File: config.mk
export PLATFORM = sky130hd
export DESIGN_NAME = xdma_finish_sender
export DESIGN_NICKNAME = d
export VERILOG_FILES = /design/src/rtl/xdma_pkg.sv /design/src/rtl/fifo_v3.sv /design/src/rtl/xdma_finish_sender.sv
export SDC_FILE = /design/constraint.sdc
export NUM_CORES = 1
export LEC_CHECK = 0
export ABC_AREA = 1
export CORE_MARGIN = 2
export CORE_UTILIZATION = 59
export DETAILED_ROUTE_END_ITERATION = 16
export GPL_TIMING_DRIVEN = 0
export PLACE_DENSITY = 0.92
export SLEW_MARGIN = 30
export SYNTH_ARGS = -nofsm -noshare
export SYNTH_HDL_FRONTEND = slang
export SYNTH_HIERARCHICAL = 1
export SYNTH_SLANG_ARGS = --single-unit
File: constraint.sdc
create_clock -name clk_i -period 11.38 [get_ports clk_i]
set_clock_uncertainty 0.1 [all_clocks]
set_input_delay 2.845 -clock clk_i [delete_from_list [all_inputs] [get_ports clk_i]]
set_output_delay 2.845 -clock clk_i [all_outputs]
set_load 0.05 [all_outputs]
File: src/rtl/xdma_pkg.sv
// Shared types for the xDMA finish handshake: the remote finish word, the
// buffered request record, AXI response codes and the sender FSM states.
package xdma_pkg;

    typedef logic [7:0]  xdma_id_t;
    typedef logic [31:0] xdma_addr_t;
    typedef logic [63:0] xdma_data_t;

    typedef struct packed {
        xdma_id_t dma_id;
        xdma_id_t from;
    } xdma_to_remote_finish_t;

    typedef struct packed {
        xdma_id_t   dma_id;
        xdma_addr_t addr;
        xdma_id_t   from;
    } finish_req_t;

    typedef enum logic [1:0] {
        AXI_RESP_OKAY   = 2'b00,
        AXI_RESP_EXOKAY = 2'b01,
        AXI_RESP_SLVERR = 2'b10,
        AXI_RESP_DECERR = 2'b11
    } axi_resp_e;

    typedef enum logic [1:0] {
        FS_IDLE,
        FS_ISSUE,
        FS_WAIT_B
    } fs_state_e;

endpackage

File: src/rtl/fifo_v3.sv
// Synchronous FIFO with registered storage; full/empty derived from an
// occupancy counter so non-power-of-two depths work.
module fifo_v3 #(
    parameter type         dtype = logic,
    parameter int unsigned DEPTH = 4
) (
    input  logic clk_i,
    input  logic rst_ni,
    input  logic push_i,
    input  logic pop_i,
    input  dtype data_i,
    output dtype data_o,
    output logic full_o,
    output logic empty_o
);

    localparam int unsigned PtrW = (DEPTH > 1) ? $clog2(DEPTH) : 1;
    localparam logic [PtrW-1:0] LastPtr = PtrW'(DEPTH - 1);
    localparam logic [PtrW:0]   FullCnt = (PtrW + 1)'(DEPTH);

    dtype            mem_q [DEPTH];
    logic [PtrW-1:0] wptr_q, wptr_d;
    logic [PtrW-1:0] rptr_q, rptr_d;
    logic [PtrW:0]   cnt_q, cnt_d;
    logic            do_push, do_pop;

    assign full_o  = (cnt_q == FullCnt);
    assign empty_o = (cnt_q == '0);
    assign do_push = push_i & ~full_o;
    assign do_pop  = pop_i & ~empty_o;
    assign data_o  = mem_q[rptr_q];

    always_comb begin
        wptr_d = wptr_q;
        rptr_d = rptr_q;
        cnt_d  = cnt_q;
        if (do_push) begin
            wptr_d = (wptr_q == LastPtr) ? '0 : wptr_q + 1'b1;
        end
        if (do_pop) begin
            rptr_d = (rptr_q == LastPtr) ? '0 : rptr_q + 1'b1;
        end
        if (do_push && !do_pop) begin
            cnt_d = cnt_q + 1'b1;
        end else if (do_pop && !do_push) begin
            cnt_d = cnt_q - 1'b1;
        end
    end

    always_ff @(posedge clk_i or negedge rst_ni) begin
        if (!rst_ni) begin
            wptr_q <= '0;
            rptr_q <= '0;
            cnt_q  <= '0;
        end else begin
            wptr_q <= wptr_d;
            rptr_q <= rptr_d;
            cnt_q  <= cnt_d;
        end
    end

    always_ff @(posedge clk_i) begin
        if (do_push) begin
            mem_q[wptr_q] <= data_i;
        end
    end

endmodule

File: src/rtl/xdma_finish_sender.sv
// Transmit side of the xDMA finish handshake: buffers finish requests and
// issues each as a single-beat AXI write, retrying on error responses.
module xdma_finish_sender
    import xdma_pkg::*;
#(
    parameter type         id_t         = xdma_id_t,
    parameter type         addr_t       = xdma_addr_t,
    parameter type         data_t       = xdma_data_t,
    parameter int unsigned ReqDepth     = 4,
    parameter int unsigned MaxRetry     = 3,
    parameter addr_t       FinishOffset = '0
) (
    input  logic        clk_i,
    input  logic        rst_ni,
    input  id_t         local_id_i,
    input  logic        finish_valid_i,
    output logic        finish_ready_o,
    input  id_t         finish_dma_id_i,
    input  addr_t       finish_addr_i,
    output logic        aw_valid_o,
    input  logic        aw_ready_i,
    output addr_t       aw_addr_o,
    output logic        w_valid_o,
    input  logic        w_ready_i,
    output data_t       w_data_o,
    input  logic        b_valid_i,
    output logic        b_ready_o,
    input  logic [1:0]  b_resp_i,
    output logic        busy_o,
    output logic [15:0] sent_cnt_o,
    output logic        error_o
);

    typedef struct packed {
        id_t dma_id;
        id_t from;
    } word_t;

    typedef struct packed {
        id_t   dma_id;
        addr_t addr;
        id_t   from;
    } req_t;

    localparam int unsigned       RetryW   = (MaxRetry > 0) ? $clog2(MaxRetry + 1) : 1;
    localparam logic [RetryW-1:0] RetryMax = RetryW'(MaxRetry);

    fs_state_e         state_q, state_d;
    logic              aw_done_q, aw_done_d;
    logic              w_done_q, w_done_d;
    logic [RetryW-1:0] retry_q, retry_d;
    addr_t             addr_q, addr_d;
    data_t             data_q, data_d;
    logic [15:0]       sent_q, sent_d;
    logic              error_q, error_d;

    req_t      push_req, head_req;
    word_t     head_word;
    logic      fifo_full, fifo_empty, fifo_push, fifo_pop;
    axi_resp_e resp;

    assign push_req  = '{dma_id: finish_dma_id_i, addr: finish_addr_i, from: local_id_i};
    assign head_word = '{dma_id: head_req.dma_id, from: head_req.from};
    assign resp      = axi_resp_e'(b_resp_i);

    // Held low during reset so nothing is offered while the FIFO is being cleared.
    assign finish_ready_o = rst_ni & ~fifo_full;
    assign fifo_push      = finish_valid_i & finish_ready_o;

    fifo_v3 #(
        .dtype (req_t),
        .DEPTH (ReqDepth)
    ) i_req_fifo (
        .clk_i   (clk_i),
        .rst_ni  (rst_ni),
        .push_i  (fifo_push),
        .pop_i   (fifo_pop),
        .data_i  (push_req),
        .data_o  (head_req),
        .full_o  (fifo_full),
        .empty_o (fifo_empty)
    );

    always_comb begin
        state_d    = state_q;
        aw_done_d  = aw_done_q;
        w_done_d   = w_done_q;
        retry_d    = retry_q;
        addr_d     = addr_q;
        data_d     = data_q;
        sent_d     = sent_q;
        error_d    = error_q;
        fifo_pop   = 1'b0;
        aw_valid_o = 1'b0;
        w_valid_o  = 1'b0;
        b_ready_o  = 1'b0;

        unique case (state_q)
            FS_IDLE: begin
                // Head stays in the FIFO until its B arrives; only a copy is issued.
                if (!fifo_empty) begin
                    state_d   = FS_ISSUE;
                    addr_d    = head_req.addr + FinishOffset;
                    data_d    = data_t'(head_word);
                    retry_d   = '0;
                    aw_done_d = 1'b0;
                    w_done_d  = 1'b0;
                end
            end
            FS_ISSUE: begin
                aw_valid_o = ~aw_done_q;
                w_valid_o  = ~w_done_q;
                aw_done_d  = aw_done_q | aw_ready_i;
                w_done_d   = w_done_q | w_ready_i;
                if (aw_done_d && w_done_d) begin
                    state_d = FS_WAIT_B;
                end
            end
            FS_WAIT_B: begin
                b_ready_o = 1'b1;
                if (b_valid_i) begin
                    if (resp == AXI_RESP_SLVERR || resp == AXI_RESP_DECERR) begin
                        if (retry_q < RetryMax) begin
                            retry_d   = retry_q + 1'b1;
                            aw_done_d = 1'b0;
                            w_done_d  = 1'b0;
                            state_d   = FS_ISSUE;
                        end else begin
                            fifo_pop = 1'b1;
                            error_d  = 1'b1;
                            state_d  = FS_IDLE;
                        end
                    end else begin
                        fifo_pop = 1'b1;
                        sent_d   = sent_q + 16'd1;
                        state_d  = FS_IDLE;
                    end
                end
            end
            default: state_d = FS_IDLE;
        endcase
    end

    always_ff @(posedge clk_i or negedge rst_ni) begin
        if (!rst_ni) begin
            state_q   <= FS_IDLE;
            aw_done_q <= 1'b0;
            w_done_q  <= 1'b0;
            retry_q   <= '0;
            addr_q    <= '0;
            data_q    <= '0;
            sent_q    <= '0;
            error_q   <= 1'b0;
        end else begin
            state_q   <= state_d;
            aw_done_q <= aw_done_d;
            w_done_q  <= w_done_d;
            retry_q   <= retry_d;
            addr_q    <= addr_d;
            data_q    <= data_d;
            sent_q    <= sent_d;
            error_q   <= error_d;
        end
    end

    assign aw_addr_o  = addr_q;
    assign w_data_o   = data_q;
    assign busy_o     = ~fifo_empty | (state_q != FS_IDLE);
    assign sent_cnt_o = sent_q;
    assign error_o    = error_q;

endmodule

## Yosys cells after proc, flatten, opt, wreduce, memory -nomap -nowiden

Memory sizes are Yosys's and may differ from the RTL's. A register that Yosys moved wholly into a read port is not among the register bits.
Cells that the tools add are included.

| operators by class | value |
|---|---|
| add/subtract/negate cells | 6 |
| multiply operators | 0 |
| divide/modulo/power cells | 0 |
| $lt $le $gt $ge | 1 |
| equal/unequal tests | 12 |
| shift operators | 0 |
| multiplexer cells | 30 |
| bitwise logic cells | 13 |
| reduce and logical (&&, ||, !) cells | 19 |

Operators by type and width:

| kind | number |
|---|---|
| $mux 2 | 10 |
| $add 16x1->16 const B | 1 |
| $mux 1 | 14 |
| $eq 2x2->1 const B | 5 |
| $ne 2x2->1 const B | 5 |
| $reduce_and 5->1 | 2 |
| $add 2x1->2 const B | 3 |
| $mux 3 | 2 |
| $not 1->1 | 6 |
| $pmux 1 s3 | 2 |
| $pmux 2 s3 | 1 |
| $reduce_and 3->1 | 2 |
| $reduce_bool 2->1 | 3 |
| $and 1x1->1 | 4 |
| $pmux 2 s2 | 1 |
| $reduce_and 4->1 | 1 |
| $add 3x1->3 const B | 1 |
| $eq 3x3->1 const B | 1 |
| $logic_and 1x1->1 | 3 |
| $logic_not 1->1 | 3 |
| $logic_not 3->1 | 1 |
| $or 1x1->1 | 3 |
| $reduce_bool 3->1 | 1 |
| $sub 3x1->3 const B | 1 |
| other kinds (5) | 5 |

| storage, ports and cells | value |
|---|---|
| register bits | 30 |
| bits in latches | 0 |
| bits in writable memories | 192 |
| memory bits (read-only) | 0 |
| bits of input ports | 56 |
| output and inout port bits | 118 |
| logic and storage cells | 91 |
| memories | 1 |

Memories:

| memory | depth | bits a word | rd ports | clocked after memory_dff | write ports | RTL line | RTL |
|---|---|---|---|---|---|---|---|
| i_req_fifo.mem_q | 4 | 48 | 1 | 1 | 1 | fifo_v3.sv:21 | `dtype mem_q [DEPTH];` |

## Depth between registers and ports, before layout

| logic depth | value |
|---|---|
| word-level depth | 9 |
| gate-level depth with buffers | 14 |
| mapped depth without buffers | 14 |

## Modules after synthesis

Netlist, hierarchy kept.

Modules (own cells, without submodules):

| module | instances | cells each | area each (um^2) | sequential area each (um^2) |
|---|---|---|---|---|
| fifo_v3 | 1 | 622 | 8290.5 | 5940.7 |
| xdma_finish_sender | 1 | 423 | 3515.9 | 1776.7 |

## Worst setup path after synthesis

Ideal clock, no wire load.

| timing path | value |
|---|---|
| path type | input port to output port |
| start | input port rst_ni |
| end | output port finish_ready_o |
| arrival time | 3522 ps |
| required time | 8435 ps |
| slack | 4913 ps |
| stages | 2 |
| path buffers | 0 |
| cells stage by stage | inv_1 nor2_1 |

| between the ends | value |
|---|---|
| cells in the longest elaborated chain, start to end | 1 |

RTL lines:

| element | RTL line | RTL |
|---|---|---|
| from (decl) | xdma_finish_sender.sv:14 | `input logic rst_ni,` |
| $and 1x1->1 | xdma_finish_sender.sv:67 | `assign finish_ready_o = rst_ni & ~fifo_full;` |
| to (decl) | xdma_finish_sender.sv:17 | `output logic finish_ready_o,` |

Every way passes these cells.

## Worst setup path after layout

Ends and elaborated chain as after synthesis.

==> flow_summary.json <==
{
  "synth_compound_area_frac": 0.0993,
  "synth_area_sq_mm": 0.0118,
  "h-tree-depth": 1,
  "place_congestion": 0.868,
  "synth_simple_gate_area_frac": 0.106,
  "power.density_mw_per_mm2": 259,
  "cts_tree": "built",
  "cts_sinks": 270,
  "fin_cells": 1541,
  "power.internal_w": 0.00226,
  "drtPass1Iterations": 5,
  "ys_seq_area_frac": 0.654,
  "crit_path_max_incr_delay_ps": 800,
  "die-area_sq_mm": 0.0212,
  "final_common_cell": "nand2_1",
  "fin_crit_sh": 0.645,
  "start_kind": "primary input",
  "yosysWarnings": 6,
  "numCtsBuffers": 27,
  "io_buffers": 124,
  "report.final.slew_viol_count": 0,
  "drive_above_1_share": 0.139,
  "final_antenna_net_count": 0,
  "synth_mux_area_frac": 0,
  "netlist_instances": 1045,
  "drt-initial-drc-count": 645,
  "power_frac_clock": 0.214,
  "antenna_found_initial": 1,
  "fin_crit_ps": 7340,
  "setup_viol": 0,
  "worstPathCellList": "buf_6, buf_16, inv_1, nor2_1, clkdlybuf4s50_1",
  "grt_remaining_overflow": 0,
  "fin_setup_tns_ps": 0,
  "viasPerCell": 5.25,
  "clockBufferDepth": 3,
  "path_class": "in -> out",
  "worstPathRequired_ps": 8440,
  "cts_resized": 0,
  "worst_pin_slew_ps": 760,
  "area_delta_synth_final_pct": 24.2,
  "initial_core_util": 0.605,
  "mostFrequentLayoutCells": "nand2_1, edfxtp_1, inv_1",
  "maxCapViolCount": 0,
  "row_count": 51,
  "grt.total_usage": 0.250,
  "wl_mm": 27.1,
  "status": "finished clean",
  "cts_hold_buffers": 0,
  "core_sq_mm": 0.0195,
  "combPwrFrac": 0.432,
  "leakagePower_nw": 6.34,
  "die_h_microns": 145,
  "ir_worst_vdd_v": 0.000189,
  "root_buffer": "clkbuf_16",
  "synth_xor_area_frac": 0.00593,
  "holdCritPathClass": "reg -> reg",
  "seqPwrFrac": 0.354,
  "p_sw_w": 0.00154,
  "max_slew_margin": 0.494,
  "max_freq_ghz": 0.136,
  "clock_latency_ps": 520,
  "p_sw_frac": 0.406,
  "hold_viol": 0,
  "post-cts-setup-buffers": 0,
  "syn_avg_cell_area_sq_um": 11.3,
  "grt_max_degree": 67,
  "dpl.cell_count": 1491,
  "die_w_microns": 145,
  "rsz0062_at_grt": "false",
  "cts.clk_slew.worst_paths_ps": 60,
  "num_vias": 8097,
  "synth_top_family_by_area": "buffers and inverters",
  "ys_ff_latch": 270,
  "synthAdderAreaFrac": 0.0112,
  "wl_per_cell_microns": 17.6,
  "fin_nets": 1321,
  "ios": 174,
  "crit_fanout": 66,
  "grt_pass1_vias": 8213,
  "dp_hpwl_mm": 18.2,
  "drc": 0,
  "synth_cell_types": 27,
  "critPathCaptureType": "output port",
  "grt_pass1_wl_mm": 41.8,
  "rrSetupSlack_ps": 8550,
  "crit_slowest_cell": "clkdlybuf4s50_1",
  "crit_arrival_ps": 4390
}
[metrics by stage]
stage	setup slack [ps]	hold slack (ps)	area, sq um	total power [W]	util
detailed placement	4010	365	13800	0.00298	0.709
global placement	223	362	13600	0.00290	0.694
finish	4040	373	14700	0.00380	0.751
floorplan	4910	363	12000	0.00244	-
global route	3910	389	14700	0.00398	0.751
CTS	4020	376	14700	0.00381	0.751
[final timing paths]
check	from	endpoint	cells past startpoint
setup / recovery	rst_ni	finish_ready_o	5
hold / removal	error_o$_DFFE_PN0P_	error_o$_DFFE_PN0P_	1
setup reg to reg	i_req_fifo/cnt_q[0]$_DFFE_PN0P_	i_req_fifo/mem_q[2][12]$_DFFE_PP_	7
hold reg to reg	error_o$_DFFE_PN0P_	error_o$_DFFE_PN0P_	1
max in group asynchronous	rst_ni	aw_addr_o[26]$_DFFE_PN0P_	2
min in group asynchronous	rst_ni	aw_addr_o[2]$_DFFE_PN0P_	1
[logic make-up (layout without fill, tap and decap cells)]
group,count (synthesis),after routing
XOR/XNOR,8,8
buffers and inverters,279,462
AND/OR/NAND/NOR,319,319
flip-flops,270,270
other,1,49
adder cells (fa/ha/maj),10,10
AO/OA/AOI/OAI,158,158
[final cells by class]
class                      instances  area, sq um
multi-input combinational        543         2840
tap                              265          332
clock inverter                    18          124
inverter                         186          698
antenna                            1         2.50
fill                            1232         4860
buffer                            93          762
clock buffer                      31          691
timing repair buffer             134         1510
sequential                       270         7720
[synthesized netlist by cell type (all sizes together)]
library cell	n	area share
ha	9	0.0095
a41o	1	0.00085
edfxtp	192	0.49
dfrtp	78	0.17
xor2	2	0.0015
o21ai	60	0.025
nand3	21	0.0089
or2	2	0.0011
xnor2	6	0.0045
buf	91	0.064
nor3b	1	0.00064
inv	186	0.059
o211ai	96	0.072
nor2	31	0.010
o22ai	1	0.00053
nand2	258	0.082
conb	1	0.00032
clkbuf	2	0.00064
fa	1	0.0017
nand4	6	0.0032
[power by group through the flow]
stage	logic (W)	clock network [W]	registers, W
floorplan	0.000785	0	0.00166
global placement	0.00154	0	0.00136
detailed placement	0.00162	0	0.00136
CTS	0.00164	0.000824	0.00134
global route	0.00175	0.000860	0.00136
finish	0.00164	0.000813	0.00135
[metal layers]
| layer | GRT usage | vias to the layer above | part of all wire |
|---|---|---|---|
| met5 | 0 | - | 0 |
| met4 | 0.0917 | 0 | 0.027 |
| met3 | 0.0404 | 53 | 0.074 |
| met2 | 0.456 | 368 | 0.51 |
| met1 | 0.301 | 3915 | 0.39 |
| li1 | - | 3761 | - |
[registers in the layout, summed over array words and instances (netlist names)]
register	count
sent_cnt_o	16
i_req_fifo/cnt_q	3
i_req_fifo/rptr_q	2
retry_q	2
error_o	1
aw_addr_o	32
aw_done_q	1
i_req_fifo/mem_q	192
w_data_o	16
state_q	2
w_done_q	1
i_req_fifo/wptr_q	2
[worst max-delay path: cells and delay by family]
family / cells / cell delay [ps]
and+or+nand+nor: 1 / 100
buffers and inverters: 4 / 1390
No activity file was read; power rests on OpenSTA's default activity.
